File: config.mk
export PLATFORM = sky130hd
export DESIGN_NAME = sramx_arbiter_flat
export DESIGN_NICKNAME = d
export VERILOG_FILES = /design/src/rtl/sramx_arbiter_if.sv /design/src/rtl/sramx_arbiter.sv /design/src/flat_wrapper.sv
export SDC_FILE = /design/constraint.sdc
export NUM_CORES = 1
export LEC_CHECK = 0
export BUFFER_PORTS_ARGS = -buffer_cell sky130_fd_sc_hd__buf_2
export CORE_AREA = 2 2 110 112
export CTS_BUF_LIST = sky130_fd_sc_hd__clkbuf_8 sky130_fd_sc_hd__clkbuf_16
export CTS_CLUSTER_SIZE = 10
export DETAILED_ROUTE_END_ITERATION = 10
export DIE_AREA = 0 0 112 114
export PLACE_DENSITY = 0.5
export SETUP_SLACK_MARGIN = 0.2
export SLEW_MARGIN = 30
export SYNTH_ARGS = -nofsm -noshare
export SYNTH_HDL_FRONTEND = slang
export SYNTH_SLANG_ARGS = --single-unit
File: constraint.sdc
create_clock -name clk -period 3.4 [get_ports clk]
set_input_delay 1.02 -clock clk [delete_from_list [all_inputs] [get_ports clk]]
set_output_delay 1.02 -clock clk [all_outputs]
set_load 0.005 [all_outputs]
File: src/rtl/sramx_arbiter_if.sv
`default_nettype none
// +--------------------------------------------------------------------------+
// | sramx_arbiter_if                                                         |
// | Upstream channel bundle plus downstream SRAM-like port of the arbiter.   |
// | Rev 1.0 - initial release                                                |
// +--------------------------------------------------------------------------+
interface sramx_arbiter_if #(
    parameter int NUM_CH = 2,
    parameter int ADDR_W = 32,
    parameter int DATA_W = 32
);
    logic [NUM_CH-1:0]          ch_req;
    logic [NUM_CH*DATA_W/8-1:0] ch_wstrb;
    logic [NUM_CH*ADDR_W-1:0]   ch_addr;
    logic [NUM_CH*DATA_W-1:0]   ch_wdata;
    logic [NUM_CH-1:0]          ch_addr_ok;
    logic [NUM_CH-1:0]          ch_data_ok;
    logic [DATA_W-1:0]          ch_rdata;
    logic                       mem_req;
    logic [DATA_W/8-1:0]        mem_wstrb;
    logic [ADDR_W-1:0]          mem_addr;
    logic [DATA_W-1:0]          mem_wdata;
    logic                       mem_addr_ok;
    logic                       mem_data_ok;
    logic [DATA_W-1:0]          mem_rdata;
    logic                       err_spurious;

    // slave is the arbiter's view; master is the surrounding system
    modport slave (
        input  ch_req, ch_wstrb, ch_addr, ch_wdata,
        output ch_addr_ok, ch_data_ok, ch_rdata,
        output mem_req, mem_wstrb, mem_addr, mem_wdata,
        input  mem_addr_ok, mem_data_ok, mem_rdata,
        output err_spurious
    );

    modport master (
        output ch_req, ch_wstrb, ch_addr, ch_wdata,
        input  ch_addr_ok, ch_data_ok, ch_rdata,
        input  mem_req, mem_wstrb, mem_addr, mem_wdata,
        output mem_addr_ok, mem_data_ok, mem_rdata,
        input  err_spurious
    );
endinterface
`default_nettype wire

File: src/rtl/sramx_arbiter.sv
`default_nettype none
// +--------------------------------------------------------------------------+
// | sramx_arbiter                                                            |
// | Round-robin N:1 SRAM-like arbiter with grant lock, kseg0/1 mapping and   |
// | in-order response routing.                                              |
// | Rev 1.0 - initial release                                                |
// +--------------------------------------------------------------------------+
module sramx_arbiter #(
    parameter int NUM_CH    = 2,
    parameter int ADDR_W    = 32,
    parameter int DATA_W    = 32,
    parameter int MAX_OUT   = 4,
    parameter int TRANSLATE = 1
) (
    input  wire logic      clk,
    input  wire logic      resetn,
    sramx_arbiter_if.slave bus
);
    localparam int c_ID_W   = (NUM_CH > 1) ? $clog2(NUM_CH) : 1;
    localparam int c_STRB_W = DATA_W / 8;
    localparam int c_PTR_W  = $clog2(MAX_OUT);
    localparam int c_CNT_W  = $clog2(MAX_OUT) + 1;
    localparam logic [c_CNT_W-1:0] c_FULL    = c_CNT_W'(MAX_OUT);
    localparam logic [c_ID_W-1:0]  c_LAST_CH = c_ID_W'(NUM_CH - 1);

    logic                r_locked;
    logic [c_ID_W-1:0]   r_lock_id;
    logic [c_ID_W-1:0]   r_rr_ptr;
    logic [c_ID_W-1:0]   r_fifo [MAX_OUT];
    logic [c_PTR_W-1:0]  r_wr_ptr;
    logic [c_PTR_W-1:0]  r_rd_ptr;
    logic [c_CNT_W-1:0]  r_count;
    logic                r_err;

    logic [c_ID_W-1:0]   w_cand;
    logic [c_ID_W-1:0]   w_sel;
    logic [c_ID_W-1:0]   w_head;
    logic                w_sel_req;
    logic                w_full;
    logic                w_mem_req;
    logic                w_push;
    logic                w_pop;
    logic [ADDR_W-1:0]   w_vaddr;
    logic [ADDR_W-1:0]   w_paddr;
    logic [c_STRB_W-1:0] w_wstrb;
    logic [DATA_W-1:0]   w_wdata;

    // Lowest requester at or above rr_ptr wins, else lowest requester overall
    always_comb begin : p_cand
        w_cand = '0;
        for (int i = NUM_CH - 1; i >= 0; i--) begin
            if (bus.ch_req[i]) begin
                w_cand = c_ID_W'(i);
            end
        end
        for (int i = NUM_CH - 1; i >= 0; i--) begin
            if (bus.ch_req[i] && (c_ID_W'(i) >= r_rr_ptr)) begin
                w_cand = c_ID_W'(i);
            end
        end
    end

    assign w_sel = r_locked ? r_lock_id : w_cand;

    always_comb begin : p_mux
        w_sel_req = 1'b0;
        w_vaddr   = '0;
        w_wstrb   = '0;
        w_wdata   = '0;
        for (int i = 0; i < NUM_CH; i++) begin
            if (c_ID_W'(i) == w_sel) begin
                w_sel_req = bus.ch_req[i];
                w_vaddr   = bus.ch_addr[i*ADDR_W +: ADDR_W];
                w_wstrb   = bus.ch_wstrb[i*c_STRB_W +: c_STRB_W];
                w_wdata   = bus.ch_wdata[i*DATA_W +: DATA_W];
            end
        end
    end

    generate
        if (TRANSLATE != 0) begin : g_xlate
            // kseg0 (100) and kseg1 (101) share top bits 2'b10
            always_comb begin
                w_paddr = w_vaddr;
                if (w_vaddr[ADDR_W-1 -: 2] == 2'b10) begin
                    w_paddr[ADDR_W-1 -: 3] = 3'b000;
                end
            end
        end else begin : g_pass
            assign w_paddr = w_vaddr;
        end
    endgenerate

    assign w_full    = (r_count == c_FULL);
    assign w_mem_req = w_sel_req && !w_full;
    assign w_push    = w_mem_req && bus.mem_addr_ok;
    assign w_pop     = bus.mem_data_ok && (r_count != '0);
    assign w_head    = r_fifo[r_rd_ptr];

    always_comb begin : p_onehot
        bus.ch_addr_ok = '0;
        bus.ch_data_ok = '0;
        for (int i = 0; i < NUM_CH; i++) begin
            bus.ch_addr_ok[i] = w_push && (c_ID_W'(i) == w_sel);
            bus.ch_data_ok[i] = w_pop && (c_ID_W'(i) == w_head);
        end
    end

    assign bus.mem_req      = w_mem_req;
    assign bus.mem_addr     = w_paddr;
    assign bus.mem_wstrb    = w_wstrb;
    assign bus.mem_wdata    = w_wdata;
    assign bus.ch_rdata     = bus.mem_rdata;
    assign bus.err_spurious = r_err;

    // A refused request locks; an accepted or withdrawn one releases the lock
    always_ff @(posedge clk) begin
        if (!resetn) begin
            r_locked  <= 1'b0;
            r_lock_id <= '0;
            r_rr_ptr  <= '0;
            r_wr_ptr  <= '0;
            r_rd_ptr  <= '0;
            r_count   <= '0;
            r_err     <= 1'b0;
        end else begin
            r_locked <= w_mem_req && !bus.mem_addr_ok;
            if (w_mem_req) begin
                r_lock_id <= w_sel;
            end
            if (w_push) begin
                r_wr_ptr <= r_wr_ptr + c_PTR_W'(1);
                r_rr_ptr <= (w_sel == c_LAST_CH) ? '0 : w_sel + c_ID_W'(1);
            end
            if (w_pop) begin
                r_rd_ptr <= r_rd_ptr + c_PTR_W'(1);
            end
            if (w_push && !w_pop) begin
                r_count <= r_count + c_CNT_W'(1);
            end else if (!w_push && w_pop) begin
                r_count <= r_count - c_CNT_W'(1);
            end
            if (bus.mem_data_ok && (r_count == '0)) begin
                r_err <= 1'b1;
            end
        end
    end

    always_ff @(posedge clk) begin
        if (w_push) begin
            r_fifo[r_wr_ptr] <= w_sel;
        end
    end
endmodule
`default_nettype wire

File: src/flat_wrapper.sv
// flat-port wrapper written by rule: the top's interface ports become plain ports
module sramx_arbiter_flat 
#(
    parameter int NUM_CH    = 2,
    parameter int ADDR_W    = 32,
    parameter int DATA_W    = 32,
    parameter int MAX_OUT   = 4,
    parameter int TRANSLATE = 1
)
  (clk, resetn, bus_ch_req, bus_ch_wstrb, bus_ch_addr, bus_ch_wdata, bus_ch_addr_ok, bus_ch_data_ok, bus_ch_rdata, bus_mem_req, bus_mem_wstrb, bus_mem_addr, bus_mem_wdata, bus_mem_addr_ok, bus_mem_data_ok, bus_mem_rdata, bus_err_spurious);
  sramx_arbiter_if #(.NUM_CH(NUM_CH), .ADDR_W(ADDR_W), .DATA_W(DATA_W)) bus_i ();
  input  wire logic clk;
  input  wire logic resetn;
  input wire logic [$bits(bus_i.ch_req)-1:0] bus_ch_req;
  input wire logic [$bits(bus_i.ch_wstrb)-1:0] bus_ch_wstrb;
  input wire logic [$bits(bus_i.ch_addr)-1:0] bus_ch_addr;
  input wire logic [$bits(bus_i.ch_wdata)-1:0] bus_ch_wdata;
  output wire logic [$bits(bus_i.ch_addr_ok)-1:0] bus_ch_addr_ok;
  output wire logic [$bits(bus_i.ch_data_ok)-1:0] bus_ch_data_ok;
  output wire logic [$bits(bus_i.ch_rdata)-1:0] bus_ch_rdata;
  output wire logic [$bits(bus_i.mem_req)-1:0] bus_mem_req;
  output wire logic [$bits(bus_i.mem_wstrb)-1:0] bus_mem_wstrb;
  output wire logic [$bits(bus_i.mem_addr)-1:0] bus_mem_addr;
  output wire logic [$bits(bus_i.mem_wdata)-1:0] bus_mem_wdata;
  input wire logic [$bits(bus_i.mem_addr_ok)-1:0] bus_mem_addr_ok;
  input wire logic [$bits(bus_i.mem_data_ok)-1:0] bus_mem_data_ok;
  input wire logic [$bits(bus_i.mem_rdata)-1:0] bus_mem_rdata;
  output wire logic [$bits(bus_i.err_spurious)-1:0] bus_err_spurious;
  assign bus_i.ch_req = bus_ch_req;
  assign bus_i.ch_wstrb = bus_ch_wstrb;
  assign bus_i.ch_addr = bus_ch_addr;
  assign bus_i.ch_wdata = bus_ch_wdata;
  assign bus_ch_addr_ok = bus_i.ch_addr_ok;
  assign bus_ch_data_ok = bus_i.ch_data_ok;
  assign bus_ch_rdata = bus_i.ch_rdata;
  assign bus_mem_req = bus_i.mem_req;
  assign bus_mem_wstrb = bus_i.mem_wstrb;
  assign bus_mem_addr = bus_i.mem_addr;
  assign bus_mem_wdata = bus_i.mem_wdata;
  assign bus_i.mem_addr_ok = bus_mem_addr_ok;
  assign bus_i.mem_data_ok = bus_mem_data_ok;
  assign bus_i.mem_rdata = bus_mem_rdata;
  assign bus_err_spurious = bus_i.err_spurious;
  sramx_arbiter #(.NUM_CH(NUM_CH), .ADDR_W(ADDR_W), .DATA_W(DATA_W), .MAX_OUT(MAX_OUT), .TRANSLATE(TRANSLATE)) u_core (.clk(clk), .resetn(resetn), .bus(bus_i));
endmodule
; ---- Word-level counts from Yosys, hierarchy flattened
; Memory sizes are Yosys's and may differ from the RTL's. A register that Yosys moved wholly into a read port is not among the register bits.
; Cells that the tools add are included.
[classes]
eq_ne = 2
add_sub_neg = 5
mux = 17
bitwise = 2
n_reduce_logical = 20
magnitude_cmp = 2
[ops]
columns = operator, count
row1 = $mux W32, 2
row2 = $logic_and A1 B1 Y1, 13
row3 = $mux W1, 9
row4 = $mux W3, 3
row5 = $add A2 B1 Y2 const B, 2
row6 = $logic_not A1 Y1, 4
row7 = $mux W2, 2
row8 = $mux W4, 1
row9 = $add A3 B1 Y3 const B, 1
row10 = $eq A3 B3 Y1 const B, 1
row11 = $logic_not A3 Y1, 1
row12 = $reduce_bool A3 Y1, 1
row13 = $sub A3 B1 Y3 const B, 1
row14 = $eq A2 B2 Y1 const B, 1
row15 = $ge A1 B1 Y1 const A, 2
row16 = $not A1 Y1, 2
row17 = $reduce_bool A2 Y1, 1
row18 = $add A1 B1 Y1 const B, 1
[totals]
ramBits = 4
inputBits = 174
memories = 1
ff_bits = 11
out_inout_bits = 106
wordCells = 56
[memory_table]
columns = name, words, word_bits, rd, rd_ports_with_merged_regs, wr, line_no
row1 = u_core.r_fifo, 4, 1, 1, 1, 1, sramx_arbiter.sv:29  ; logic [c_ID_W-1:0] r_fifo [MAX_OUT];

; ---- Longest topological paths before layout
; Gate-level depths: netlist (run 1).
[logic_depth]
word_depth = 12
depth_mapped = 10
depth_no_buf = 10

; ---- Worst setup path after synthesis (run 1)
; OpenSTA, ideal clock, no wires.
[synth_timing]
path_kind = input to register
startpoint = input port bus_ch_req[1]
endpoint = register u_core.r_count[2]
setup_slack_ns = 0.383
t_required_ns = 3.324
setup_time_ns = 0.076
path_buffers = 0
cell_stages = 10
arrival_ns = 2.942
path_cell_list = and3b_1 -> a311oi_4 -> nand2_2 -> clkinv_1 -> ha_1 -> inv_1 -> fa_1 -> xor2_1 -> or3_1 -> a21boi_0
[synth_between]
elab_chain_cells = 11
word_cells_on_any_way = 14
classes_between = mux: 7 / reduce/logical: 7
[synth_lines]
columns = item, line_no
row1 = "start, declared", flat_wrapper.sv:14  ; input wire logic [$bits(bus_i.ch_req)-1:0] bus_ch_req;
row2 = $mux W1 (2 in a row), sramx_arbiter.sv:52  ; if (bus.ch_req[i]) begin
row3 = $mux W1 (2 in a row), sramx_arbiter.sv:57  ; if (bus.ch_req[i] && (c_ID_W'(i) >= r_rr_ptr)) begin
row4 = $mux W1, sramx_arbiter.sv:63  ; assign w_sel = r_locked ? r_lock_id : w_cand;
row5 = $mux W1 (*), sramx_arbiter.sv:71  ; if (c_ID_W'(i) == w_sel) begin
row6 = $logic_and A1 B1 Y1 (*), sramx_arbiter.sv:95  ; assign w_mem_req = w_sel_req && !w_full;
row7 = named net bus_mem_req, flat_wrapper.sv:21  ; output wire logic [$bits(bus_i.mem_req)-1:0] bus_mem_req;
row8 = $logic_and A1 B1 Y1 (*), sramx_arbiter.sv:96  ; assign w_push = w_mem_req && bus.mem_addr_ok;
row9 = named net u_core.w_push, sramx_arbiter.sv:41  ; logic w_push;
row10 = $logic_not A1 Y1, sramx_arbiter.sv:140  ; end else if (!w_push && w_pop) begin
row11 = $logic_and A1 B1 Y1, sramx_arbiter.sv:140
row12 = $reduce_bool A2 Y1 (no line), -
row13 = "end signal, assigned", sramx_arbiter.sv:139  ; r_count <= r_count + c_CNT_W'(1);
row14 = "end signal, assigned", sramx_arbiter.sv:141  ; r_count <= r_count - c_CNT_W'(1);
row15 = "end, declared", sramx_arbiter.sv:32  ; logic [c_CNT_W-1:0] r_count;
; The timed path passes the listed nets; every way through them passes the cells marked *.
; A chain may end at the register's enable or synchronous reset.

; ---- Worst setup path in the final report (run 1)
[layout_timing]
startpoint = input port bus_ch_req[0]
endpoint = output port bus_mem_wdata[29]
[layout_between]
elab_chain_cells = 5
word_cells_on_any_way = 6
classes_between = mux: 5 / reduce/logical: 1
[layout_lines]
columns = item, line_no
row1 = $mux W1, sramx_arbiter.sv:52
row2 = $mux W1, sramx_arbiter.sv:57
row3 = $mux W1 (*), sramx_arbiter.sv:57
row4 = $mux W1 (*), sramx_arbiter.sv:63
row5 = $mux W32 (*), sramx_arbiter.sv:71
row6 = "end, declared", flat_wrapper.sv:24  ; output wire logic [$bits(bus_i.mem_wdata)-1:0] bus_mem_wdata;
; Every way passes the cells marked *; elsewhere a longest branch is shown, timed or not.

==> impl_results.md, run 1 <==
- Status: complete, no violations
- Antenna Nets Post-Route: 0
- Sequence of cells on the critical path: buf_6 -> nor2b_4 -> o21ai_4 -> buf_4 -> buf_12 -> mux2_2 -> buf_2
- Post-detailed-routing wire length: 7970 µm
- Number of primary I/O pins: 280
- Clock transition at the register clock pins on the worst setup and hold paths after CTS: 0.05 ns
- Die ar.: 0.0128 mm²
- Number of violations of the max-capacitance limit: 0
- Syn. warnings: 0
- Clock tree from TritonCTS: built
- Actual transition at the worst max-transition pin: 0.305 ns
- Reg-to-reg endpoint: u_core.r_count[2]
- H-tree depth reported by CTS: 1
- Die boundary width: 112 µm
- Post-synthesis instance area: 0.00194 mm²
- Synth top area cells: sky130_fd_sc_hd__mux2_2 (38%), sky130_fd_sc_hd__dfxtp_1 (13%), sky130_fd_sc_hd__buf_4 (13%)
- Switching Fraction: 32.7%
- Async set-reset flop share out of synthesis: 0%
- Row count: 40
- Largest buffer count on any clock path: 2
- Critical Path Start Type: input pin
- Total nets after synthesis: 371
- Count of routing violations after the opening detailed-route iteration: 35
- Kind of capture point of the worst setup path: output pin
- PD cells: 384 mW/mm²
- First drt pass iteration count: 4
- Number of buffers inserted by port buffering: roughly 220
- Worst hold path cell count: 2
- Maximum number of pins on one net before global-route repair: 42
- Total overflow reported by the global router: 0
- Placer Congestion: 0.783
- Number of global-route vias before repair: about 2100
- Total negative slack: 0 ns
- Distinct cell type count of the synthesized netlist: 34
- Leak: ~1.7 nW
- Placement-stage cell area: about 0.0029 mm²
- Share of layout cells above drive strength 1: 79.9%
- Portion of the post-synthesis area used by sequential elements: about a fifth
- Synthesized netlist cell count: 191
- Antenna Cells: 0
- Relative contribution of combinational cells to total power: 58.4%
- Setup Skew: between 0.005 and 0.006 ns
- Setup slack, reg-to-reg: between 1 and 1.5 ns
- Floorplan core area: 0.0117 mm²
- Half-perimeter wire length after placement: approximately 6100 µm
- Final hold violation count: 0
- Filler cell count: 1270
- Latest clock arrival within the worst-skew pair: 0.25 ns
- Clk network pwr share: 18.2%
- Clock tree root buffer cell: sky130_fd_sc_hd__clkbuf_16
- Path type of the worst setup path: in -> out
- Peak per-stage delay on the critical path: 0.37 ns
- Mean number of vias per cell: around 4.0
- Count of state elements after synthesis: 17
- Maximum fanout along the worst path: 18
- RSZ-0062 raised after global routing: true
- Max Slew Vio Count: 0
- Starting utilization of the core area: 16.6%
- Proportion of netlist area held by the largest area contributor: a little under two fifths
- Number of buffers inserted during clock tree synthesis: 3
- Area added between synthesis and finish: 69.2%
- Worst min-delay path category: reg -> reg
- Chip height: 114 µm
- Beginning of the worst register-to-register path: u_core.r_lock_id
- Final instance area: 0.00329 mm²
- Final setup vio count: 0
- Fin crit period: 3.26 ns
- CTS Sinks: 17
- Cell type of the slowest stage on the worst timing path: sky130_fd_sc_hd__mux2_2
- Number of synthesized flops with an enable pin: 4
- Fin crit share: 95.8%
- Worst ir drop on vdd: 0.311 mV
- FF-to-FF path depth: 10
- Biggest area consumer among synthesized cells: sky130_fd_sc_hd__mux2_2
- Part of the power in registers: 23.4%
- Switching power summed over all nets: between 0.0004 and 0.0005 W
- Data arrival at the endpoint of the critical path: 2.24 ns
- Headroom to the max-slew limit: 79.5%
- Maximum achievable frequency: 307 MHz
- Worst min-delay path endpoint: u_core.bus.err_spurious
- Average cell area after synthesis: 10.2 µm²
- Int Power: 0.000851 W
- Residual DRC count: 0
- Routed len/inst: between 15 and 20 µm
- Hold_sp: u_core.bus.err_spurious
- All-layer global routing usage: 10.4%
- Critical Path RT: between 2 and 2.5 ns
- Global-route wire length before repair: 10700 µm
- Antenna violations before repair: 0
- Number of nets in the finished design: 565
- Most used flip-flop cell after synthesis: sky130_fd_sc_hd__dfxtp_1
- Routed vias: about 2100
## final cells by class
cell class                 count  area, µm²  share of cell area [%]
sequential                    17        380                    11.6
clock inverter                 1       3.75                   0.114
tap                          147        184                    5.59
timing repair buffer         230       1360                    41.3
clock buffer                   3       75.1                    2.28
inverter                       6       22.5                   0.685
multi-input combinational    127       1260                    38.5
## cell families (layout without fill, tap and decap cells)
group / after synthesis / in the layout / share of synthesized area, %
flip-flops: 17 / 17 / 19.6
AO/OA/AOI/OAI: 13 / 13 / 4.96
XOR/XNOR: 4 / 4 / 1.80
buffers and inverters: 47 / 240 / 17.8
AND/OR/NAND/NOR: 35 / 35 / 11.1
adder cells (fa/ha/maj): 6 / 6 / 4.25
multiplexers: 69 / 69 / 40.4
## critical path, delay by kind of cell
| kind | cells | cell delay [ns] |
|---|---|---|
| buffers and inverters | 4 | 0.55 |
| multiplexers | 1 | 0.37 |
| AO/OA/AOI/OAI | 1 | 0.17 |
| AND/OR/NAND/NOR | 1 | 0.12 |
## Yosys cell counts (2+ instances only)
| cell type | n |
|---|---|
| sky130_fd_sc_hd__nand3_1 | 2 |
| sky130_fd_sc_hd__nor3b_2 | 2 |
| sky130_fd_sc_hd__dfxtp_1 | 13 |
| sky130_fd_sc_hd__and3_1 | 6 |
| sky130_fd_sc_hd__mux2_2 | 66 |
| sky130_fd_sc_hd__nor2b_1 | 4 |
| sky130_fd_sc_hd__a21boi_0 | 2 |
| sky130_fd_sc_hd__buf_6 | 6 |
| sky130_fd_sc_hd__nand2b_1 | 3 |
| sky130_fd_sc_hd__ha_1 | 5 |
| sky130_fd_sc_hd__mux2i_1 | 2 |
| sky130_fd_sc_hd__inv_1 | 5 |
| sky130_fd_sc_hd__o21a_1 | 2 |
| sky130_fd_sc_hd__xnor2_1 | 3 |
| sky130_fd_sc_hd__buf_4 | 33 |
| sky130_fd_sc_hd__nand2_1 | 4 |
| sky130_fd_sc_hd__and2_1 | 5 |
| sky130_fd_sc_hd__a21oi_1 | 3 |
| sky130_fd_sc_hd__edfxtp_1 | 4 |
| sky130_fd_sc_hd__nor2_1 | 3 |
| sky130_fd_sc_hd__o21ai_0 | 4 |
| sky130_fd_sc_hd__and3b_1 | 2 |
## placed cells by master (no fill, tap or decap), types with 2 or more instances in the layout
cell type and n:
sky130_fd_sc_hd__nand3_1 2, sky130_fd_sc_hd__nor2_1 3, sky130_fd_sc_hd__o21ai_0 4, sky130_fd_sc_hd__dfxtp_1 13, sky130_fd_sc_hd__mux2_4 6, sky130_fd_sc_hd__nor3b_2 2
sky130_fd_sc_hd__a21boi_0 2, sky130_fd_sc_hd__nand2b_1 2, sky130_fd_sc_hd__ha_1 5, sky130_fd_sc_hd__a21oi_1 3, sky130_fd_sc_hd__edfxtp_1 4, sky130_fd_sc_hd__clkbuf_16 5
sky130_fd_sc_hd__buf_4 5, sky130_fd_sc_hd__nor2b_1 3, sky130_fd_sc_hd__inv_1 6, sky130_fd_sc_hd__and3_1 6, sky130_fd_sc_hd__buf_2 207, sky130_fd_sc_hd__and2_1 5
sky130_fd_sc_hd__mux2_2 60, sky130_fd_sc_hd__and3b_1 2, sky130_fd_sc_hd__mux2i_1 2, sky130_fd_sc_hd__o21a_1 2, sky130_fd_sc_hd__buf_6 11, sky130_fd_sc_hd__nand2_1 4
sky130_fd_sc_hd__buf_16 2, sky130_fd_sc_hd__buf_12 2, sky130_fd_sc_hd__xnor2_1 3
## layer usage
layer  global-route usage [%]  vias up  routed length [µm]  share of wire, %
met4                     1.71        0                  43              0.54
met2                     20.4      114                4460                56
met3                     2.13        5                 489               6.1
met1                     11.8      980                2980                37
li1                         -     1025                   -                 -
met5                        0        -                   0                 0
## metrics by stage
step	instances	total power, W	setup slack [ns]	hold slack [ns]	util, %
floorplan	191	0.000711	0.383	0.468	-
global placement	515	0.000927	0.123	0.468	25.1
detailed placement	515	0.000939	0.0967	0.476	25.1
CTS	528	0.00123	0.111	0.489	27.1
global route	531	0.00135	0.0975	0.542	28.1
finish	531	0.00126	0.142	0.483	28.1
## timing repair
action	CTS	global route
resized for setup	14	13
endpoints found under the setup margin	66	67
hold buffers	0	0
cloned	1	3
buffers inserted	8	0
pin swaps	0	0
## power by group through the flow
| stage | clock, W | combinational, W | sequential [W] |
|---|---|---|---|
| floorplan | 0 | 0.000422 | 0.000289 |
| global placement | 0 | 0.000630 | 0.000296 |
| detailed placement | 0 | 0.000641 | 0.000298 |
| CTS | 0.000236 | 0.000698 | 0.000296 |
| global route | 0.000242 | 0.000808 | 0.000301 |
| finish | 0.000231 | 0.000738 | 0.000295 |
## worst max-delay path by stage
stage                        startpoint                 to  slack, ns  depth (start not counted)
final                     bus_ch_req[0]  bus_mem_wdata[29]       0.14                          7
after global routing      bus_ch_req[0]  bus_mem_wdata[28]        0.1                          7
after CTS                 bus_ch_req[0]   bus_mem_addr[28]       0.11                          7
after detailed placement  bus_ch_req[1]  bus_mem_wdata[28]        0.1                          6
after global placement    bus_ch_req[1]  bus_mem_wdata[28]       0.12                          6
after floorplan           bus_ch_req[1]  u_core.r_count[2]       0.38                         10
(Power assumes the default switching activity.)
==> run 2: changes to the inputs <==
- ABC_AREA: unset -> 1
- CORE_AREA: 2 2 110 112 -> 2 2 108 110
- DIE_AREA: 0 0 112 114 -> 0 0 110 112
- PLACE_DENSITY: 0.5 -> 0.52
==> run 2 against run 1 <==
Compared with the run above: sequential cell count did not move; cell area fell by 5.6%; area after synthesis up 1.7%; first-iteration DRC count grew 91%; synthesized cell count rose by 88%; combinational power shrank 7.6%.
==> impl_results.md, run 2 <==
- Proportion of netlist area held by the largest area contributor: between 40% and 50%
- Final setup vio count: 0
- Average cell area after synthesis: 5.49 µm²
- Portion of the post-synthesis area used by sequential elements: between 10% and 20%
- Number of global-route vias before repair: 2445
- Number of buffers inserted by port buffering: 215
- Number of hold buffers added after cts: 0
- Die boundary width: about 110 µm
- Placer Congestion: ~0.85
- Commonest cells after routing, fill and taps aside: sky130_fd_sc_hd__buf_2 (215), sky130_fd_sc_hd__nand2_1 (214), sky130_fd_sc_hd__inv_1 (24)
- Latest clock arrival within the worst-skew pair: 0.25 ns
- Hold_sp: u_core.bus.err_spurious
- Maximum number of pins on one net before global-route repair: 43
- Clock transition at the register clock pins on the worst setup and hold paths after CTS: about 0.050 ns
- Mean number of vias per cell: 4.03
- DR WL met3: approximately 1000 µm
- All-layer global routing usage: between 10% and 20%
- Count of routing violations after the opening detailed-route iteration: 67
- Floorplan core area: 0.0112 mm²
- Async set-reset flop share out of synthesis: 0%
- Residual DRC count: 0
- Total overflow reported by the global router: 0
- Chip height: 112 µm
- Maximum achievable frequency: 323 MHz
- Area of the multi-input gates: approximately 0.0012 mm²
- Final instance count without filler cells: 683
- Biggest area consumer among synthesized cells: sky130_fd_sc_hd__nand2_1
- Routed vias: 2752
- Sequence of cells on the critical path: buf_2 -> inv_1 -> nor2_2 -> nand2_2 -> nand2_8 -> inv_6 -> buf_12 -> nand2_1 -> o21ai_1 -> nor2_1 -> nor2_1 -> buf_2
- Number of buffers inserted during clock tree synthesis: 3
- Antenna violations before repair: 0
- Worst ir drop on vdd: 0.161 mV
- Syn. warnings: 0
- Largest buffer count on any clock path: 2
- Fin crit period: around 3.1 ns
- Source of the critical timing path: bus_ch_req[1]
- Placed instance count: 677
- Filler cell count: between 1000 and 1500
- Share of layout cells above drive strength 1: 43.9%
- Fin crit share: 91.1%
- Topmost layer with routed signal wires: met4
- Count leader, synth: sky130_fd_sc_hd__nand2_1
- Total nets after synthesis: 540
- Setup Skew: 0.00364 ns
- H-tree depth reported by CTS: 1
- CTS Sinks: 17
- Data arrival at the endpoint of the critical path: 2.08 ns
- Max Slew Vio Count: 0
- Headroom to the max-slew limit: a little over 80%
- Maximum fanout along the worst path: 13
- Number of violations of the max-capacitance limit: 0
- Path type of the worst setup path: in -> out
- Cell type of the slowest stage on the worst timing path: sky130_fd_sc_hd__buf_12
- Global-route wire length before repair: 10900 µm
- Routed len/inst: 11.7 µm
- Peak per-stage delay on the critical path: 0.13 ns
- Antenna Cells: 0
- Final hold violation count: 0
- Met2 wire len: about 3700 µm
- Row count: 39
- Setup slack, reg-to-reg: approximately 1.1 ns
- Clock tree from TritonCTS: built
- Critical Path RT: 2.38 ns
- Synthesized netlist cell count: 360
- Placement-stage cell area: between 0.002 and 0.003 mm²
- Status: complete, no violations
- Area added between synthesis and finish: 57.1%
- Number of nets in the finished design: a little over 700
- Most used flip-flop cell after synthesis: sky130_fd_sc_hd__dfxtp_1
- RSZ-0062 raised after global routing: true
- Leak: 1.98 nW
- Synth top area cells: sky130_fd_sc_hd__nand2_1 (41%), sky130_fd_sc_hd__dfxtp_1 (13%), sky130_fd_sc_hd__buf_4 (12%)
- Half-perimeter wire length after placement: 6610 µm
- Beginning of the worst register-to-register path: u_core.r_count[0]
- Number of synthesized flops with an enable pin: 4
- Worst min-delay path category: reg -> reg
- Starting utilization of the core area: 17.7%
- Antenna Nets Post-Route: 0
- Count of state elements after synthesis: 17
- Final core occ: ~28%
- PD cells: 387 mW/mm²
- Most frequent cells after synthesis: sky130_fd_sc_hd__nand2_1 (214), sky130_fd_sc_hd__buf_4 (32), sky130_fd_sc_hd__inv_1 (24), sky130_fd_sc_hd__nor2_1 (16), sky130_fd_sc_hd__dfxtp_1 (13)
- Most frequent standard cell in the layout excluding fill and tap cells: sky130_fd_sc_hd__buf_2
- Detailed-route wire length on metal 1: between 3000 and 4000 µm
- Critical Path Start Type: input pin
- Distinct cell type count of the synthesized netlist: 23
- First drt pass iteration count: 4
- Die ar.: 0.0123 mm²
- Number of primary I/O pins: 280
- Sequential cell area in the final layout: 380 µm²
- Total negative slack: 0 ns
- Clock tree root buffer cell: sky130_fd_sc_hd__clkbuf_16
- Post-synthesis instance area: just under 0.002 mm²
- Final instance area: around 0.0031 mm²
- Actual transition at the worst max-transition pin: between 0.2 and 0.3 ns
- Post-detailed-routing wire length: 8000 µm
- Kind of capture point of the worst setup path: output pin
[run 2: timing repair]
| action | in CTS | in global routing |
|---|---|---|
| gates cloned | 0 | 2 |
| endpoints found under the setup margin | 12 | 8 |
| buffers inserted | 0 | 0 |
| resized for setup | 3 | 5 |
[run 2: worst paths after layout]
kind,end,cells after the start
setup / recovery,bus_mem_addr[29],12
hold / removal,u_core.bus.err_spurious,2
setup reg to reg,u_core.r_count[2],15
hold reg to reg,u_core.bus.err_spurious,2
[run 2: cell type report]
cell class / instances / area share [%]
clock inverters: 1 / 0.242
multi-input cells: 270 / 37.4
flip-flops and latches: 17 / 12.2
clock buffers: 3 / 2.42
well taps: 143 / 5.76
repair buffers: 223 / 38.6
inverters: 26 / 3.30
[run 2: stage by stage]
stage / hold WS (ns) / total power, W / setup slack (ns)
after global placement: 0.435 / 0.000935 / 0.166
after floorplan: 0.434 / 0.000679 / 0.659
after detailed placement: 0.442 / 0.000946 / 0.140
after global routing: 0.496 / 0.00133 / 0.180
final: 0.448 / 0.00120 / 0.304
after CTS: 0.450 / 0.00119 / 0.194
[run 2: where the power goes]
group	leakage, nW	switching, W	total [W]	internal [W]
clock	0.0371	0.0000797	0.000238	0.000159
sequential	0.144	0.0000304	0.000282	0.000252
combinational	1.80	0.000373	0.000682	0.000309
[run 2: critical path: cells and delay by family]
family                 cells  cell delay [ns]
AOI/OAI and AO/OA          1             0.09
and+or+nand+nor            6             0.43
buffers and inverters      5             0.52
[run 2: kinds of logic (layout without fill, tap and decap cells)]
group                      count (synthesis)  count (layout)  synth area share (%)
xor gates and xnor gates                   1               1                 0.443
adders and majority gates                  6               6                  4.18
DFF                                       17              17                  19.2
AOI/OAI and AO/OA                         17              17                  4.56
buffers and inverters                     73             253                  22.4
and+or+nand+nor                          246             246                  49.2
[run 2: per-layer routing]
metal	GRT usage (%)	vias to the layer above
met5	0	-
met4	1.52	0
li1	-	1397
met2	19.5	162
met1	13.7	1188
met3	3.57	5
